`src/rtl/morse_char_assembler.sv`:
```
// morse_char_assembler
//
// Collects dot/dash pulses from the push-button decoder into a pattern of up
// to five symbols. When GAP_CYCLES cycles pass after the last symbol with no
// further activity, the pattern is translated to ASCII (A-Z, 0-9) and
// presented with a one-cycle CHAR_VALID strobe. Undefined patterns, overflow
// (a sixth symbol) and simultaneous SHORT/LONG produce '?' with ERR.
//
// Ports:
//   CLK        in   system clock, rising edge
//   RESET      in   asynchronous active-high reset
//   SHORT      in   dot pulse, one cycle wide
//   LONG       in   dash pulse, one cycle wide
//   CHAR       out  [7:0] ASCII of the last closed character (held)
//   CHAR_VALID out  one-cycle strobe, CHAR is new
//   ERR        out  one-cycle strobe with CHAR_VALID when CHAR is '?'
//   BUSY       out  a character is being collected
//   LEN        out  [2:0] symbols held in the current character
module morse_char_assembler #(
  parameter int CNT_W      = 28,
  parameter int GAP_CYCLES = 50000000
) (
  input  logic       CLK,
  input  logic       RESET,
  input  logic       SHORT,
  input  logic       LONG,
  output logic [7:0] CHAR,
  output logic       CHAR_VALID,
  output logic       ERR,
  output logic       BUSY,
  output logic [2:0] LEN
);

  typedef enum logic [1:0] {
    IDLE    = 2'd0,
    COLLECT = 2'd1,
    BAD     = 2'd2
  } state_t;

  // Terminal count: the character closes on the edge where the counter
  // already holds GAP_CYCLES-1, which puts the strobe GAP_CYCLES edges after
  // the edge that sampled the last symbol.
  localparam logic [CNT_W-1:0] GAP_LAST = CNT_W'(GAP_CYCLES - 1);
  localparam logic [7:0]       QMARK    = 8'h3F;

  state_t           state_q, state_d;
  logic [4:0]       pattern_q, pattern_d;
  logic [2:0]       len_q, len_d;
  logic [CNT_W-1:0] cnt_q, cnt_d;
  logic [7:0]       char_q, char_d;
  logic             valid_q, valid_d;
  logic             err_q, err_d;

  logic sym_ev;
  logic bad_sym;
  logic any_act;
  logic timeout;
  logic [8:0] lut;

  // Translate {len, pattern} to {err, ascii}. The first symbol received is
  // the most significant of the len valid bits; dash = 1.
  function automatic logic [8:0] morse_lookup(input logic [2:0] len,
                                              input logic [4:0] pat);
    logic [7:0] c;
    c = QMARK;
    case (len)
      3'd1: c = pat[0] ? 8'h54 : 8'h45;                 // T, E
      3'd2: case (pat[1:0])
              2'b00: c = 8'h49;                         // I
              2'b01: c = 8'h41;                         // A
              2'b10: c = 8'h4E;                         // N
              default: c = 8'h4D;                       // M
            endcase
      3'd3: case (pat[2:0])
              3'b000: c = 8'h53;                        // S
              3'b001: c = 8'h55;                        // U
              3'b010: c = 8'h52;                        // R
              3'b011: c = 8'h57;                        // W
              3'b100: c = 8'h44;                        // D
              3'b101: c = 8'h4B;                        // K
              3'b110: c = 8'h47;                        // G
              default: c = 8'h4F;                       // O
            endcase
      3'd4: case (pat[3:0])
              4'b0000: c = 8'h48;                       // H
              4'b0001: c = 8'h56;                       // V
              4'b0010: c = 8'h46;                       // F
              4'b0100: c = 8'h4C;                       // L
              4'b0110: c = 8'h50;                       // P
              4'b0111: c = 8'h4A;                       // J
              4'b1000: c = 8'h42;                       // B
              4'b1001: c = 8'h58;                       // X
              4'b1010: c = 8'h43;                       // C
              4'b1011: c = 8'h59;                       // Y
              4'b1100: c = 8'h5A;                       // Z
              4'b1101: c = 8'h51;                       // Q
              default: c = QMARK;                       // ..-- .-.- ---. ----
            endcase
      3'd5: case (pat)
              5'b11111: c = 8'h30;
              5'b01111: c = 8'h31;
              5'b00111: c = 8'h32;
              5'b00011: c = 8'h33;
              5'b00001: c = 8'h34;
              5'b00000: c = 8'h35;
              5'b10000: c = 8'h36;
              5'b11000: c = 8'h37;
              5'b11100: c = 8'h38;
              5'b11110: c = 8'h39;
              default:  c = QMARK;
            endcase
      default: c = QMARK;
    endcase
    return {(c == QMARK), c};
  endfunction

  assign sym_ev  = SHORT ^ LONG;
  assign bad_sym = SHORT & LONG;
  assign any_act = SHORT | LONG;
  assign timeout = (cnt_q == GAP_LAST);
  assign lut     = morse_lookup(len_q, pattern_q);

  // Next-state and next-output logic
  always_comb begin
    state_d   = state_q;
    pattern_d = pattern_q;
    len_d     = len_q;
    cnt_d     = cnt_q;
    char_d    = char_q;
    valid_d   = 1'b0;
    err_d     = 1'b0;

    case (state_q)
      IDLE: begin
        cnt_d = '0;
        if (sym_ev) begin
          pattern_d = {4'b0000, LONG};
          len_d     = 3'd1;
          state_d   = COLLECT;
        end else if (bad_sym) begin
          len_d   = 3'd0;
          state_d = BAD;
        end
      end

      COLLECT: begin
        if (bad_sym) begin
          cnt_d   = '0;
          state_d = BAD;
        end else if (sym_ev) begin
          cnt_d = '0;
          if (len_q == 3'd5) begin
            state_d = BAD;
          end else begin
            pattern_d = {pattern_q[3:0], LONG};
            len_d     = len_q + 3'd1;
          end
        end else if (timeout) begin
          char_d    = lut[7:0];
          err_d     = lut[8];
          valid_d   = 1'b1;
          pattern_d = '0;
          len_d     = 3'd0;
          cnt_d     = '0;
          state_d   = IDLE;
        end else begin
          cnt_d = cnt_q + CNT_W'(1);
        end
      end

      BAD: begin
        // Activity only keeps the character open; its content is already lost.
        if (any_act) begin
          cnt_d = '0;
        end else if (timeout) begin
          char_d    = QMARK;
          err_d     = 1'b1;
          valid_d   = 1'b1;
          pattern_d = '0;
          len_d     = 3'd0;
          cnt_d     = '0;
          state_d   = IDLE;
        end else begin
          cnt_d = cnt_q + CNT_W'(1);
        end
      end

      default: begin
        pattern_d = '0;
        len_d     = 3'd0;
        cnt_d     = '0;
        state_d   = IDLE;
      end
    endcase
  end

  // State and output registers
  always_ff @(posedge CLK or posedge RESET) begin
    if (RESET) begin
      state_q   <= IDLE;
      pattern_q <= '0;
      len_q     <= 3'd0;
      cnt_q     <= '0;
      char_q    <= 8'h00;
      valid_q   <= 1'b0;
      err_q     <= 1'b0;
    end else begin
      state_q   <= state_d;
      pattern_q <= pattern_d;
      len_q     <= len_d;
      cnt_q     <= cnt_d;
      char_q    <= char_d;
      valid_q   <= valid_d;
      err_q     <= err_d;
    end
  end

  assign CHAR       = char_q;
  assign CHAR_VALID = valid_q;
  assign ERR        = err_q;
  assign BUSY       = (state_q != IDLE);
  assign LEN        = len_q;

endmodule

```
`config.mk`:
```
export PLATFORM = sky130hd
export DESIGN_NAME = morse_char_assembler
export DESIGN_NICKNAME = d
export VERILOG_FILES = /design/src/rtl/morse_char_assembler.sv
export SDC_FILE = /design/constraint.sdc
export NUM_CORES = 1
export LEC_CHECK = 0
export ABC_AREA = 1
export ABC_CLOCK_PERIOD_IN_PS = 1900
export BUFFER_PORTS_ARGS = -buffer_cell sky130_fd_sc_hd__buf_2
export CORE_ASPECT_RATIO = 1.5
export CORE_MARGIN = 2
export CORE_UTILIZATION = 56
export DETAILED_ROUTE_END_ITERATION = 7
export GPL_TIMING_DRIVEN = 0
export PLACE_DENSITY = 0.76
export REMOVE_ABC_BUFFERS = 1
export SYNTH_ARGS = -nofsm -noshare
export SYNTH_HDL_FRONTEND = slang
export SYNTH_SLANG_ARGS = --single-unit
```
`constraint.sdc`:
```
create_clock -name CLK -period 1.9 [get_ports CLK]
set_clock_uncertainty 0.2 [all_clocks]
set_input_delay 0 -clock CLK [delete_from_list [all_inputs] [get_ports CLK]]
set_output_delay 0 -clock CLK [all_outputs]
set_load 0.005 [all_outputs]
```
======== Word level (Yosys, flattened, before mapping) ========
Memory sizes are Yosys's and may differ from the RTL's.
Cells that the tools add are included.
word-level totals
  output and inout port bits .............. 14
  register bits ........................... 48
  ROM bits ................................ 240
  memories ................................ 2
  input port bits ......................... 4
cells by class
  add/sub/neg operators ................... 2
  eq/ne operators ......................... 26
  reductions and logical operators ........ 9
  muxes and demuxes ....................... 47
  bitwise logic cells ..................... 3
memories
  name             depth  width  read ports  clocked after memory_dff  write ports  RTL line  source
  (no name shown)  32     4      1           0                         0            99        3'd5: case (pat)
  (no name shown)  16     7      1           0                         0            84        3'd4: case (pat[3:0])
operators by type and width
  cell                                                                number
  28-bit 2-to-1 mux                                                   4
  28-bit one-hot mux with 2 select lines                              1
  8-bit 2-to-1 mux                                                    5
  8-bit one-hot mux with 5 select lines                               1
  5-bit 2-to-1 mux                                                    7
  5-bit one-hot mux with 7 select lines                               1
  28-bit by 1-bit adder with 28-bit output (second input constant)    1
  28-bit by 26-bit == test with 1-bit output (second input constant)  1
  3-bit 2-to-1 mux                                                    7
  8-bit one-hot mux with 2 select lines                               1
  3-bit == test (second input constant)                               5
  5-bit one-hot mux with 3 select lines                               1
  2-bit 2-to-1 mux                                                    7
  3-bit by 2-bit == test with 1-bit output (second input constant)    4
  2-bit != test (second input constant)                               6
  4-bit one-hot mux with 3 select lines                               1
  3-bit one-hot mux with 3 select lines                               1
  8-bit by 6-bit == test with 1-bit output (second input constant)    1
  4-bit AND reduction                                                 2
  1-bit 2-to-1 mux                                                    7
  3-bit by 1-bit == test with 1-bit output (second input constant)    2
  3-bit != test (second input constant)                               2
  2-bit one-hot mux with 3 select lines                               1
  6-bit AND reduction                                                 1
  other kinds (12)                                                    17

======== Depth between registers and ports, before layout ========
Gate-level depths: netlist of run 1.
  depth in word-level cells ............... 8
  gate-level depth with buffers ........... 14
  gate-level depth less buffers ........... 14

======== Least setup slack after synthesis of run 1 ========
Ideal clock, no wire load.
  path type ............................... register -> register
  start ................................... reg state_q[1]
  end ..................................... reg char_q[5], in the netlist CHAR[5]
  arrival ................................. 1.633 ns
  required time ........................... 1.583 ns
  path buffers ............................ 0
  slack ................................... -0.050 ns
  cell stages (with the launch flop) ...... 9
  period minus slack after synthesis ...... 1.950 ns
  cell sequence ........................... dfrtp_1 > inv_1 > ha_1 > nand2_2 > inv_1 > nor4_1 > nand3_2 > o21ai_1 > inv_1
on the way
  word-level cells in the longest chain between the ends .. 3
  elaborated cells on any way between the ends .. 10
RTL lines
  item                                                                              RTL line  source
  start: declaration                                                                46        state_t state_q, state_d;
  start signal: assignment                                                          208       state_q <= state_d;
  2-bit by 1-bit == test with 1-bit output / 2-bit == test (equally long branches)  133       case (state_q)
  2-bit != test (no source line) / 2-bit nonzero test (equally long branches)       --
  6-bit AND reduction (no source line)                                              --
  end signal: assignment                                                            212       char_q <= char_d;
  end: declaration                                                                  50        logic [7:0] char_q, char_d;
Several ways; a longest one is shown, not always the timed one.
A chain may end at the register's enable or synchronous reset.

======== Final worst setup path of run 1 ========
  start ................................... reg state_q[1]
  end ..................................... reg pattern_q[4]
on the way
  word-level cells in the longest chain between the ends .. 3
  elaborated cells on any way between the ends .. 9
RTL lines
  item                                                                    RTL line  source
  2-bit by 1-bit == test with 1-bit output, or another cell as far along  133
  3-bit != test (no source line) / 2-bit != test (equally long branches)  --
  4-bit AND reduction (no source line)                                    --
  end signal: assignment                                                  209       pattern_q <= pattern_d;
  end: declaration                                                        47        logic [4:0] pattern_q, pattern_d;
Several ways; a longest one is shown, not always the timed one.

==> metrics.txt, run 1 <==
failing checks negative setup slack; post-synthesis mux area share 0%; synth top area cells dfrtp_1, nand2_1, nor2_1; Seq/Total Area, Yosys 34.1%; area grow syn2layout 40.7%; std cell rows 35; Fin Hold WS 136 ps; post-DP HPWL 6120 um; drt first pass iters 4; crit path DAT 2210 ps; number of global-route vias before repair 3455; share of cells above drive strength 1 41.8%; total number of vias 3667; IO buf count 16; Worst-path clk slew 100 ps; overall routing resource usage 29.0%; GRT Residual Overflow 0; Remaining DRCs 0; WL/cell 16.2 um; RSZ-0062 raised after global routing true; Place WS -493 ps; crit path launch type flop; CTS Buf Count 5; Req. time, crit path 1960 ps; Pleak 2.25 nW; Post-Route WL 10600 um; simple-gate share of the synthesized area 40.9%; fillers 384; endpoint class of the critical path flop; Synth Cell Area 3450 um^2; Die Height 100 um; Pins Over Slew Limit 0; setup TNS -5120 ps; first-pass GRT wire length 15000 um; YS warnings 0; Die Wd 68.1 um; Area after DPL 3600 um^2; mean cell area of the mapped netlist 6.97 um^2; Slew headroom 64.0%; CP bufs+invs 4; # setup viols final 41; clock insertion delay at the later pin of the skew report 310 ps; H-tree Lvls 2; area share of the largest cell type after synthesis 34.1%; CTS root buf clkbuf_8; max_cap viols 0; Multi-input gate area 2530 um^2; status finished with violations; Synth area leader dfrtp_1; Synth Area in Adders 7.25%; worst setup margin -258 ps; synthesized flop and latch total 47; pwr dens 907 nW/um^2; nets 602; kind of cell adding the most delay to the critical path compound AO/OA/AOI/OAI gates; Starting DRT DRC Count 295; fin util 80.3%; CTS Buffer Depth 2; FF-to-FF setup slack -260 ps; main combinational cell family by area after synthesis simple AND/OR/NAND/NOR gates; Crit Path Class reg2reg; fmax 463 MHz; fin crit share 114%; antenna fix cells 0; die footprint 6820 um^2; Vias/cell 5.62; # IOs 18; post-synthesis cell count 495; final instance area 4850 um^2; Least-Margin Pin Slew 540 ps; slowest stage delay, CP 430 ps; Compound-Gate Fraction of Synth Area 5.22%; XOR/XNOR Fraction of Synth Area 3.55%; largest net degree at the start of global routing 44; Max VDD drop 0.000746 V; initial antenna violation count 0; CP cell instances inv_2 -> ha_4 -> inv_2 -> nor2_2 -> inv_2 -> buf_4 -> a21oi_1 -> o21ai_4 -> nand2_2 -> nand2_1 -> nand2_1; count of cell types in the netlist 35; antenna viol nets, final 0; slowest cell on the critical path a21oi_1; Core ar. 6040 um^2; gpl congestion 0.889; sequential standard cell area 1190 um^2; Tmin final 2160 ps; Max FO, Critical Path 5; class of the worst hold path in2reg; final hold vios 0; CP dominant cell by count inv_2; CTS sink cnt 47; clock tree from TritonCTS done; starting density of the core 57.1%
layout make-up:
type / instances / share of cell area (%)
clock buffer: 5 / 1.42
clock inverter: 3 / 0.954
multi-input combinational: 372 / 52.2
timing repair inverter: 2 / 0.464
sequential: 47 / 24.5
tap: 74 / 1.91
timing repair buffer: 80 / 12.7
inverter: 70 / 5.95
registers in the layout, summed over array words and instances, names as in the netlist:
name / flops
ERR: 1
pattern_q: 5
LEN: 3
cnt_q: 28
CHAR_VALID: 1
CHAR: 7
state_q: 2
logic make-up after synthesis:
group,after synthesis
flip-flops,47
AO/OA/AOI/OAI,35
buffers and inverters,76
other,1
AND/OR/NAND/NOR,302
XOR/XNOR,14
adder cells (fa/ha/maj),20
synthesized netlist by cell type:
cell      instances
a21oi_1          19
and3_4            1
buf_2             3
buf_4             2
buf_6             1
conb_1            1
dfrtp_1          47
ha_1             20
inv_1            62
inv_2             7
inv_4             1
nand2_1         138
nand2_2           6
nand2_4           1
nand3_1          40
nand3_2           6
nand4_1           6
nand4_2           1
nor2_1           68
nor2_2            4
nor2_4            4
nor2_8            1
nor3_1           14
nor3_2            2
nor3_4            1
nor3b_1           1
nor3b_2           1
nor4_1            4
nor4_2            1
o211ai_1          2
o21ai_0          10
o21ai_1           4
or2_2             2
xnor2_1           3
xor2_1           11
layout by cell type (no fill, tap or decap), drive strengths merged, types with 2 or more instances in the layout:
cell,instances
nand2,145
nor3,17
xnor2,3
nor4,5
nor2,77
clkbuf,5
xor2,11
nand4,7
dfrtp,47
o21ai,14
or2,2
nand3,46
nor3b,2
clkinvlp,2
dlygate4sd3,3
a21oi,19
buf,77
ha,20
o211ai,2
inv,71
timing repair:
item,4_1_cts,5_1_grt
endpoints found under the setup margin,43,46
pin swaps,21,35
gates resized for setup,55,131
endpoints found under the hold margin,48,0
hold buffers,3,0
buffers inserted,26,34
cloned,1,1
metrics by stage:
stage	cells	power, mW
after floorplan	489	2.16
after global routing	653	4.70
after global placement	579	2.49
final	653	4.40
after CTS	618	3.67
after detailed placement	580	2.53
power breakdown:
| group | switching (mW) | internal (mW) | total (mW) |
|---|---|---|---|
| registers | 0.0768 | 1.06 | 1.14 |
| clock network | 0.375 | 0.397 | 0.772 |
| logic | 1.49 | 1.00 | 2.49 |
tightest hold or removal path, delay by kind of cell:
family          cells  cell delay, ps
compound gates      1              40
buf+inv             3             290
fa+ha+maj           1             220
simple gates        1              70
routing by layer:
metal	GRT usage, %	routed length (um)	vias up
met4	17.5	913	0
li1	-	-	1724
met3	5.04	450	69
met2	52.9	5830	150
met5	0	0	-
met1	29.3	3410	1724
path summary, 6_finish.rpt:
kind | cells past startpoint | startpoint | endpoint
worst max register to register | 11 | state_q[1] | pattern_q[4]
min in group asynchronous | 4 | RESET | CHAR[3]
worst max-delay path | 11 | state_q[1] | pattern_q[4]
worst min-delay path | 6 | SHORT | CHAR_VALID
max in group asynchronous | 5 | RESET | state_q[0]
worst min register to register | 2 | CHAR[1] | CHAR[1]
Power figures use the tool's default switching activity.
==> run 2, diff against run 1 <==
CORE_ASPECT_RATIO = unset   (was 1.5)
==> run 2 against run 1 <==
Against the previous run: the run still ends with negative setup slack left; register-to-register slack better by 110 ps; maximum frequency increased by 5.1%; via count down 1.7%; die area decreased by 0.19%; critical path type unchanged; highest routed layer unchanged.
==> metrics.txt, run 2 (same netlist as run 1, synthesis figures left out) <==
GR Util met1 32.1% (was 29.3%); Largest register FFs 28 (unchanged); Least-Margin Pin Slew 514 ps (was 540 ps); endpoint class of the critical path flop (unchanged); FF-to-FF setup slack -150 ps (was -260 ps); fin crit share 108% (was 114%); status finished with violations (unchanged); Slew headroom 65.7% (was 64.0%); RSZ-0062 raised after global routing true (unchanged); GRT met3 Usage 4.35% (was 5.04%); total number of vias 3606 (was 3667); final cell count without fillers 634 (was 653); commonest non-fill, non-tap cell in the layout nand2_1 (unchanged); class of the worst hold path in2async (was in2reg); Die Height 82.5 um (was 100 um); GRT Residual Overflow 0 (unchanged); nets 582 (was 602); CTS Buf Count 5 (unchanged); pwr dens 943 nW/um^2 (was 907 nW/um^2); Final Total Pwr 4.35 mW (was 4.40 mW); met2 Usage GRT 49.8% (was 52.9%); Die Wd 82.5 um (was 68.1 um); CTS Buffer Depth 2 (unchanged); Area after DPL 3600 um^2 (about the same); final hold vios 0 (unchanged); R2R Path End ERR (was pattern_q[4]); drt first pass iters 5 (was 4); IO buf count 16 (unchanged); first-pass GRT wire length 14400 um (was 15000 um); antenna fix cells 0 (unchanged); Crit Path Class reg2reg (unchanged); max_cap viols 0 (unchanged); setup TNS -1000 ps (was -5120 ps); # setup viols final 18 (was 41); Fin Hold WS 53.4 ps (was 136 ps); Req. time, crit path 1950 ps (was 1960 ps); crit path DAT 2100 ps (was 2210 ps); std cell rows 28 (was 35); fillers 380 (was 384); CTS root buf clkbuf_8 (unchanged); largest net degree at the start of global routing 26 (was 44); dpl cells 581 (was 580); Core ar. 5920 um^2 (was 6040 um^2); Remaining DRCs 0 (unchanged); Tmin final 2050 ps (was 2160 ps); gpl congestion 0.921 (was 0.889); Vias/cell 5.69 (was 5.62); WL/cell 16.0 um (was 16.2 um); Place WS -549 ps (was -493 ps); initial antenna violation count 0 (unchanged); Worst Reg-to-Reg Cells 11 (unchanged); fin util 78.0% (was 80.3%); failing checks negative setup slack (unchanged); clock tree from TritonCTS done (unchanged); fmax 487 MHz (was 463 MHz); CTS sink cnt 47 (unchanged); area grow syn2layout 33.8% (was 40.7%); share of cells above drive strength 1 35.6% (was 41.8%); gr busiest metal met2 (unchanged); Max VDD drop 0.000711 V (was 0.000746 V); number of global-route vias before repair 3243 (was 3455); most frequent cells in the layout nand2_1, nor2_1, inv_1 (was nand2_1, buf_4, inv_1); antenna viol nets, final 0 (unchanged); clock insertion delay at the later pin of the skew report 320 ps (was 310 ps); final instance area 4620 um^2 (was 4850 um^2); starting density of the core 58.3% (was 57.1%); die footprint 6800 um^2 (was 6820 um^2); crit path launch type flop (unchanged); Starting DRT DRC Count 252 (was 295); H-tree Lvls 2 (unchanged); reg-to-reg startpoint LEN[0] (was state_q[1]); worst setup margin -152 ps (was -258 ps); Post-Route WL 10200 um (was 10600 um); post-DP HPWL 5940 um (was 6120 um); Worst-path clk slew 110 ps (was 100 ps); Pins Over Slew Limit 0 (unchanged); Pleak 2.16 nW (was 2.25 nW); overall routing resource usage 27.6% (was 29.0%); Max FO, Critical Path 5 (unchanged); # IOs 18 (unchanged); Biggest register cnt_q (unchanged)
## run 2: cell count changes in the layout (fill, tap and decap cells not counted), moves of 3 or more
cell and delta:
buf_4 -16, nor2_4 -11, nor2_1 +14, ha_4 +6, buf_6 -7, o21ai_2 -6
inv_4 +5, o21ai_1 +5, nor2_2 -3, ha_2 -4
## run 2: how the worst max path moves through the flow
stage	from	end	cells past startpoint
finish	LEN[0]	ERR	11
global route	LEN[0]	ERR	11
CTS	pattern_q[0]	ERR	13
detailed placement	pattern_q[2]	ERR	12
global placement	pattern_q[2]	ERR	12
floorplan	state_q[1]	CHAR[5]	8
## run 2: cell type report
type                    count  area [um^2]  area share (%)
flip-flops and latches     47         1190            25.7
clock inverters             2         38.8           0.840
multi-input cells         372         2420            52.4
repair inverters            3         41.3           0.895
inverters                  70          292            6.32
repair buffers             59          462            10.0
well taps                  75         93.8            2.03
clock buffers               6         82.6            1.79
## run 2: repair_timing
action,CTS,global route
setup endpoints to repair,41,44
pin swaps,25,23
hold endpoints to repair,48,0
setup buffers,25,20
resized for setup,76,72
gates cloned,2,1
hold buffers,2,0
## run 2: critical path: stages, from the launching register on
cell and delay, ps:
dfrtp_2 450, inv_2 60, ha_1 210, nand2_2 100
inv_1 110, o21ai_0 260, nand2_1 120, nand3_2 120
nand3_2 80, nor2_2 120, nor2_1 60, nor2_1 120
## run 2: power breakdown
group          leakage [nW]  switching, mW  internal, mW  total [mW]
Combinational          1.49           1.43         0.960        2.38
Clock                0.0618          0.383         0.434       0.817
Sequential            0.608         0.0883          1.06        1.15
## run 2: per-layer routing
layer / vias up / wire, um / part of all wire (%)
met5: - / 0 / 0
li1: 1688 / - / -
met3: 32 / 470 / 4.6
met1: 1754 / 4090 / 40
met4: 0 / 295 / 2.9
met2: 132 / 5320 / 52
